### src/rtl/swpd_serial_scheduler.sv
// Round-robin scheduler that shares one Serial MCU link between NUM_REQ requesters.
// Each accepted command gets exactly one response; failed transfers are retried and hung links time out.
module swpd_serial_scheduler #(
   parameter int NUM_REQ        = 4,
   parameter int MAX_RETRY      = 2,
   parameter int TIMEOUT_CYCLES = 65535
) (
   input  logic                       clk,
   input  logic                       rst,
   input  logic [NUM_REQ-1:0]         req_valid,
   input  logic [8*NUM_REQ-1:0]       req_cmd,
   input  logic [2*NUM_REQ-1:0]       req_reply_len,
   output logic [NUM_REQ-1:0]         req_ready,
   output logic                       resp_valid,
   output logic [$clog2(NUM_REQ)-1:0] resp_id,
   output logic [13:0]                resp_data,
   output logic                       resp_error,
   output logic                       resp_timeout,
   output logic [1:0]                 resp_retries,
   output logic                       ser_enable,
   input  logic                       ser_transfer_running,
   output logic [1:0]                 ser_reply_len,
   output logic [7:0]                 ser_send_data,
   output logic                       ser_transfer_request,
   input  logic                       ser_transfer_done,
   input  logic [13:0]                ser_receive_data,
   input  logic                       ser_transfer_error,
   output logic [2:0]                 dbg_state
);
   localparam int IW = $clog2(NUM_REQ);
   localparam int RW = (MAX_RETRY > 0) ? $clog2(MAX_RETRY + 1) : 1;
   localparam int TW = $clog2(TIMEOUT_CYCLES + 1);

   typedef enum logic [2:0] {
      S_IDLE  = 3'd0,
      S_ISSUE = 3'd1,
      S_BUSY  = 3'd2,
      S_RESP  = 3'd3,
      S_FLUSH = 3'd4
   } state_t;

   state_t        state;
   logic [IW-1:0] last_grant;
   logic [IW-1:0] cur_id;
   logic [RW-1:0] retry_cnt;
   logic [TW-1:0] timer;

   logic          grant_found;
   logic [IW-1:0] grant_idx;
   logic          arb_go;
   logic [7:0]    sel_cmd;
   logic [1:0]    sel_len;
   logic [31:0]   retry_ext;
   logic [1:0]    sat_retries;

   assign dbg_state = state;

   // Search starts one past the last winner so every requester gets a turn.
   always_comb begin
      int cand;
      cand        = 0;
      grant_found = 1'b0;
      grant_idx   = '0;
      for (int i = 1; i <= NUM_REQ; i++) begin
         cand = (int'(last_grant) + i) % NUM_REQ;
         if (!grant_found && req_valid[IW'(cand)]) begin
            grant_found = 1'b1;
            grant_idx   = IW'(cand);
         end
      end
   end

   assign arb_go = (state == S_IDLE) && ser_enable && !ser_transfer_running && grant_found;

   always_comb begin
      req_ready = '0;
      if (arb_go) req_ready[grant_idx] = 1'b1;
   end

   always_comb begin
      sel_cmd = '0;
      sel_len = '0;
      for (int i = 0; i < NUM_REQ; i++) begin
         if (grant_idx == IW'(i)) begin
            sel_cmd = req_cmd[i*8 +: 8];
            sel_len = req_reply_len[i*2 +: 2];
         end
      end
   end

   always_comb begin
      retry_ext   = 32'(retry_cnt);
      sat_retries = (retry_ext > 32'd3) ? 2'd3 : retry_ext[1:0];
   end

   always_ff @(posedge clk) begin
      if (rst) begin
         state                <= S_IDLE;
         last_grant           <= IW'(NUM_REQ - 1);
         cur_id               <= '0;
         retry_cnt            <= '0;
         timer                <= '0;
         ser_enable           <= 1'b0;
         ser_send_data        <= '0;
         ser_reply_len        <= '0;
         ser_transfer_request <= 1'b0;
         resp_valid           <= 1'b0;
         resp_id              <= '0;
         resp_data            <= '0;
         resp_error           <= 1'b0;
         resp_timeout         <= 1'b0;
         resp_retries         <= '0;
      end else begin
         ser_enable           <= 1'b1;
         ser_transfer_request <= 1'b0;
         resp_valid           <= 1'b0;
         case (state)
            S_IDLE: begin
               if (arb_go) begin
                  ser_send_data        <= sel_cmd;
                  ser_reply_len        <= sel_len;
                  cur_id               <= grant_idx;
                  last_grant           <= grant_idx;
                  retry_cnt            <= '0;
                  ser_transfer_request <= 1'b1;
                  state                <= S_ISSUE;
               end
            end
            S_ISSUE: begin
               timer <= '0;
               state <= S_BUSY;
            end
            S_BUSY: begin
               timer <= timer + TW'(1);
               // A completion on the last allowed cycle still counts as a completion.
               if (ser_transfer_done) begin
                  if (ser_transfer_error && (retry_cnt < RW'(MAX_RETRY))) begin
                     retry_cnt            <= retry_cnt + RW'(1);
                     ser_transfer_request <= 1'b1;
                     state                <= S_ISSUE;
                  end else begin
                     resp_valid   <= 1'b1;
                     resp_id      <= cur_id;
                     resp_data    <= ser_receive_data;
                     resp_error   <= ser_transfer_error;
                     resp_timeout <= 1'b0;
                     resp_retries <= sat_retries;
                     state        <= S_RESP;
                  end
               end else if (timer == TW'(TIMEOUT_CYCLES - 1)) begin
                  state <= S_FLUSH;
               end
            end
            S_FLUSH: begin
               // Serial must go quiet before the link is reused; stray completions are dropped.
               if (!ser_transfer_running) begin
                  resp_valid   <= 1'b1;
                  resp_id      <= cur_id;
                  resp_data    <= '0;
                  resp_error   <= 1'b1;
                  resp_timeout <= 1'b1;
                  resp_retries <= sat_retries;
                  state        <= S_RESP;
               end
            end
            S_RESP: state <= S_IDLE;
            default: state <= S_IDLE;
         endcase
      end
   end
endmodule

### config.mk
export PLATFORM = sky130hd
export DESIGN_NAME = swpd_serial_scheduler
export DESIGN_NICKNAME = d
export VERILOG_FILES = /design/src/rtl/swpd_serial_scheduler.sv
export SDC_FILE = /design/constraint.sdc
export NUM_CORES = 1
export LEC_CHECK = 0
export CELL_PAD_IN_SITES_DETAIL_PLACEMENT = 1
export CELL_PAD_IN_SITES_GLOBAL_PLACEMENT = 1
export CORE_ASPECT_RATIO = 1.75
export CORE_MARGIN = 2
export CORE_UTILIZATION = 40
export CTS_CLUSTER_SIZE = 25
export DETAILED_ROUTE_END_ITERATION = 8
export DONT_BUFFER_PORTS = 1
export GPL_ROUTABILITY_DRIVEN = 1
export PLACE_DENSITY = 0.81
export SLEW_MARGIN = 10
export SYNTH_ARGS = -nofsm -noshare
export SYNTH_HDL_FRONTEND = slang
export SYNTH_SLANG_ARGS = --single-unit
export TNS_END_PERCENT = 5
### constraint.sdc
create_clock -name clk -period 3.08 [get_ports clk]
set_input_delay 0.616 -clock clk [delete_from_list [all_inputs] [get_ports clk]]
set_output_delay 0.616 -clock clk [all_outputs]
set_load 0.01 [all_outputs]
==> results.rst <==
.. list-table::
   :header-rows: 1

   * - Metric
     - Value
   * - Outcome
     - completed
   * - Hold-fix buffers, CTS
     - 0
   * - First-pass GRT wire length
     - 11.9 mm
   * - Synth Instances
     - 345
   * - Clock tree root driver cell
     - clkbuf_16
   * - Core ar.
     - 7130 sq um
   * - Proportion of power drawn by combinational gates
     - 0.111
   * - Critical path data required time
     - 2460 ps
   * - Fmax achieved
     - around 360 MHz
   * - Number of clock buffers inserted by TritonCTS
     - 9
   * - Wire length per cell
     - 18.2 um
   * - Level count of the clock H-tree
     - 3
   * - Max Buffers Root-to-Sink
     - 2
   * - Crit path max fanout
     - 12
   * - Port-buffer cells
     - 0
   * - Final number of hold-violating endpoints
     - 0
   * - Transition time of the tightest slew-check pin
     - between 600 and 700 ps
   * - Final design instance area without fill
     - 3270 sq um
   * - Slew Limit Headroom
     - 0.542
   * - Largest cells by area after synthesis
     - dfxtp_1 40%, a21oi_1 5.3%, nand3_1 5.0%
   * - Total internal power
     - 1.52 mW
   * - Crit. End Element
     - output port
   * - Final estimated routing congestion in global placement
     - 0.751
   * - RSZ-0062 raised after global routing
     - no
   * - Height of the die
     - 117 um
   * - Clock edge transition at the registers on the reported setup and hold paths
     - approximately 50 ps
   * - Cell type with the highest aggregate area in the netlist
     - dfxtp_1
   * - Diode insertion count for antenna repair
     - 0
   * - Sequential share of power
     - 0.403
   * - Highest-count cells in the layout ignoring fill and taps
     - 58 x dfxtp_1, 32 x nor2_1, 31 x a21oi_1
   * - Post-layout total power
     - 2.01 mW
   * - Detailed placement HPWL
     - 5.90 mm
   * - Final Util
     - 0.459
   * - Clock Skew
     - 3.50 ps
   * - Clock tree from TritonCTS
     - yes
   * - Peak VDD IR
     - 0.000328 V
   * - Grt ovf
     - 0
   * - Number of vias after detailed routing
     - 2552
   * - DRC violation total after the first TritonRoute iteration
     - between 70 and 80
   * - Class of the most critical setup path
     - register to output port
   * - Power Density
     - 615 nW/um^2
   * - Post-layout minimum cycle time
     - 2770 ps
   * - Insertion delay to the later sink of the worst-skew pair
     - ~320 ps
   * - Mean post-synth cell area
     - 8.43 sq um
   * - Number of flip-flops and latches in the synthesized netlist
     - 58
   * - DR pass1 iterations
     - 4
   * - Remaining antenna violation count after routing
     - 0
   * - Most frequent standard cell in the layout excluding fill and tap cells
     - dfxtp_1
   * - Number of pins exceeding their max-slew limit in the final report
     - 0
   * - Overall Global Routing Usage
     - 0.198
   * - Initial antenna violation count
     - 0
   * - Dominant synthesized flop cell
     - dfxtp_1
   * - Number of different library cells in the post-synthesis netlist
     - 47
   * - Final worst-path cycle share
     - 0.901
   * - Path category of the worst min-delay check
     - input port to register
   * - Post-synth net total
     - 410
   * - Total leakage power
     - 1.10 nW
   * - Final number of setup-violating endpoints
     - 0
   * - Placed cell areas
     - ~2900 sq um
   * - Startpoint class of the critical path
     - register
   * - Total Wirelength
     - 7.89 mm
   * - Clock Power Share
     - 0.486
   * - Fraction of synthesized cell area taken by the top area cell type
     - 0.399
   * - Final total negative setup slack
     - 0 ps
   * - Fillers
     - 850
   * - Detail-routed via count per cell
     - slightly below 6
   * - Initial Utilization
     - 0.408
   * - Summed instance area of the synthesized netlist
     - 2910 sq um
   * - Horizontal extent of the die
     - about 70 um
   * - Net Sw Power
     - 0.490 mW
   * - Die ar.
     - 7990 sq um
   * - Fraction of final layout cells with drive strength greater than 1
     - 0.135
   * - Data arrival at the endpoint of the critical path
     - about 2200 ps
   * - Warnings, synthesis
     - 0
   * - Residual DRC
     - 0
   * - Reported max-cap violation count
     - 0
   * - Number of synthesized flops with an enable pin
     - 0
   * - Resized Gates After CTS
     - 0
   * - Number of cell rows
     - just over 40
   * - Switching Share
     - 0.244
   * - Maximum number of pins on one net before global-route repair
     - 46
   * - Share of flip-flops with an asynchronous set or reset after synthesis
     - 0
   * - Total Nets Final
     - 408
   * - Boundary pin count
     - a little over 100
   * - Number of sinks driven by the clock tree
     - 58
   * - Vias in the first global route
     - 2501
   * - Sequential cell area fraction in the yosys report
     - 0.399
   * - Signed area change from the synthesized netlist to the final layout
     - 12.6%
==> worst paths after layout <==
kind | endpoint | slack [ps] | startpoint | cells past startpoint
worst max-delay path | req_ready[0] | 310 | dbg_state[1] | 3
worst min-delay path | timer[9] | 360 | rst | 1
worst max register to register | timer[14] | 940 | dbg_state[1] | 5
worst min register to register | cur_id[1] | 460 | cur_id[1] | 2
==> kinds of logic (layout without fill, tap and decap cells) <==
logic type | count (synthesis) | in the layout | synth area share
AO/OA/AOI/OAI | 86 | 86 | 0.194
adder cells (fa/ha/maj) | 2 | 2 | 0.00860
buffers and inverters | 29 | 32 | 0.0486
flip-flops | 58 | 58 | 0.399
multiplexers | 15 | 15 | 0.0542
AND/OR/NAND/NOR | 155 | 155 | 0.296
==> cell usage after synthesis, drive strengths merged, types with 4 or more instances <==
cell type,instances
buf,10
a211oi,13
a21oi,32
clkbuf,13
dfxtp,58
inv,6
mux2i,9
nand2,23
nor3,4
and3,4
o31ai,6
mux2,6
nand3,29
o21ai,15
nor2,32
nand2b,21
nor2b,15
or3,6
o221a,5
==> through the flow <==
stage / instances / hold WS, ps / worst slack (ps)
after floorplan: 345 / 436 / 602
after global placement: 415 / 448 / 572
after detailed placement: 415 / 463 / 506
after CTS: 431 / 350 / 157
after global routing: 434 / 351 / 191
final: 434 / 358 / 305
==> per-layer routing <==
layer	routed length, um	GRT usage
met5	0	0
met1	2860	0.191
met3	510	0.0507
met4	136	0.0760
met2	4380	0.383
==> flip-flops by register name (all words and copies together) (netlist names) <==
| signal | flops |
|---|---|
| timer | 16 |
| resp_data | 14 |
| ser_send_data | 8 |
| dbg_state | 3 |
| cur_id | 2 |
| last_grant | 2 |
| resp_id | 2 |
| resp_retries | 2 |
| retry_cnt | 2 |
| ser_reply_len | 2 |
| resp_error | 1 |
| resp_timeout | 1 |
| resp_valid | 1 |
| ser_enable | 1 |
| ser_transfer_request | 1 |
==> power groups by stage <==
stage / registers [mW] / logic, mW / clock network (mW)
after floorplan: 0.820 / 0.185 / 0
after global placement: 0.826 / 0.213 / 0
after detailed placement: 0.827 / 0.222 / 0
after CTS: 0.812 / 0.223 / 1.00
after global routing: 0.815 / 0.250 / 1.04
final: 0.812 / 0.224 / 0.977
==> layout make-up <==
class,count,area (sq um),area share
multi-input cells,258,1610,0.490
inverters,6,22.5,0.00688
clock inverters,1,5.00,0.00153
flip-flops and latches,58,1160,0.355
repair buffers,10,75.1,0.0229
clock buffers,15,298,0.0909
well taps,86,108,0.0329
==> critical path: stages, from the launching register on <==
cell     delay, ps
dfxtp_1        430
or3_4          450
or4b_4         590
nor3_1         360
==> repair_timing <==
| item | CTS | global route |
|---|---|---|
| endpoints found under the setup margin | 0 | 2 |
| endpoints found under the hold margin | 0 | 0 |
| buffers inserted | 0 | 3 |
Power figures use the tool's default switching activity.
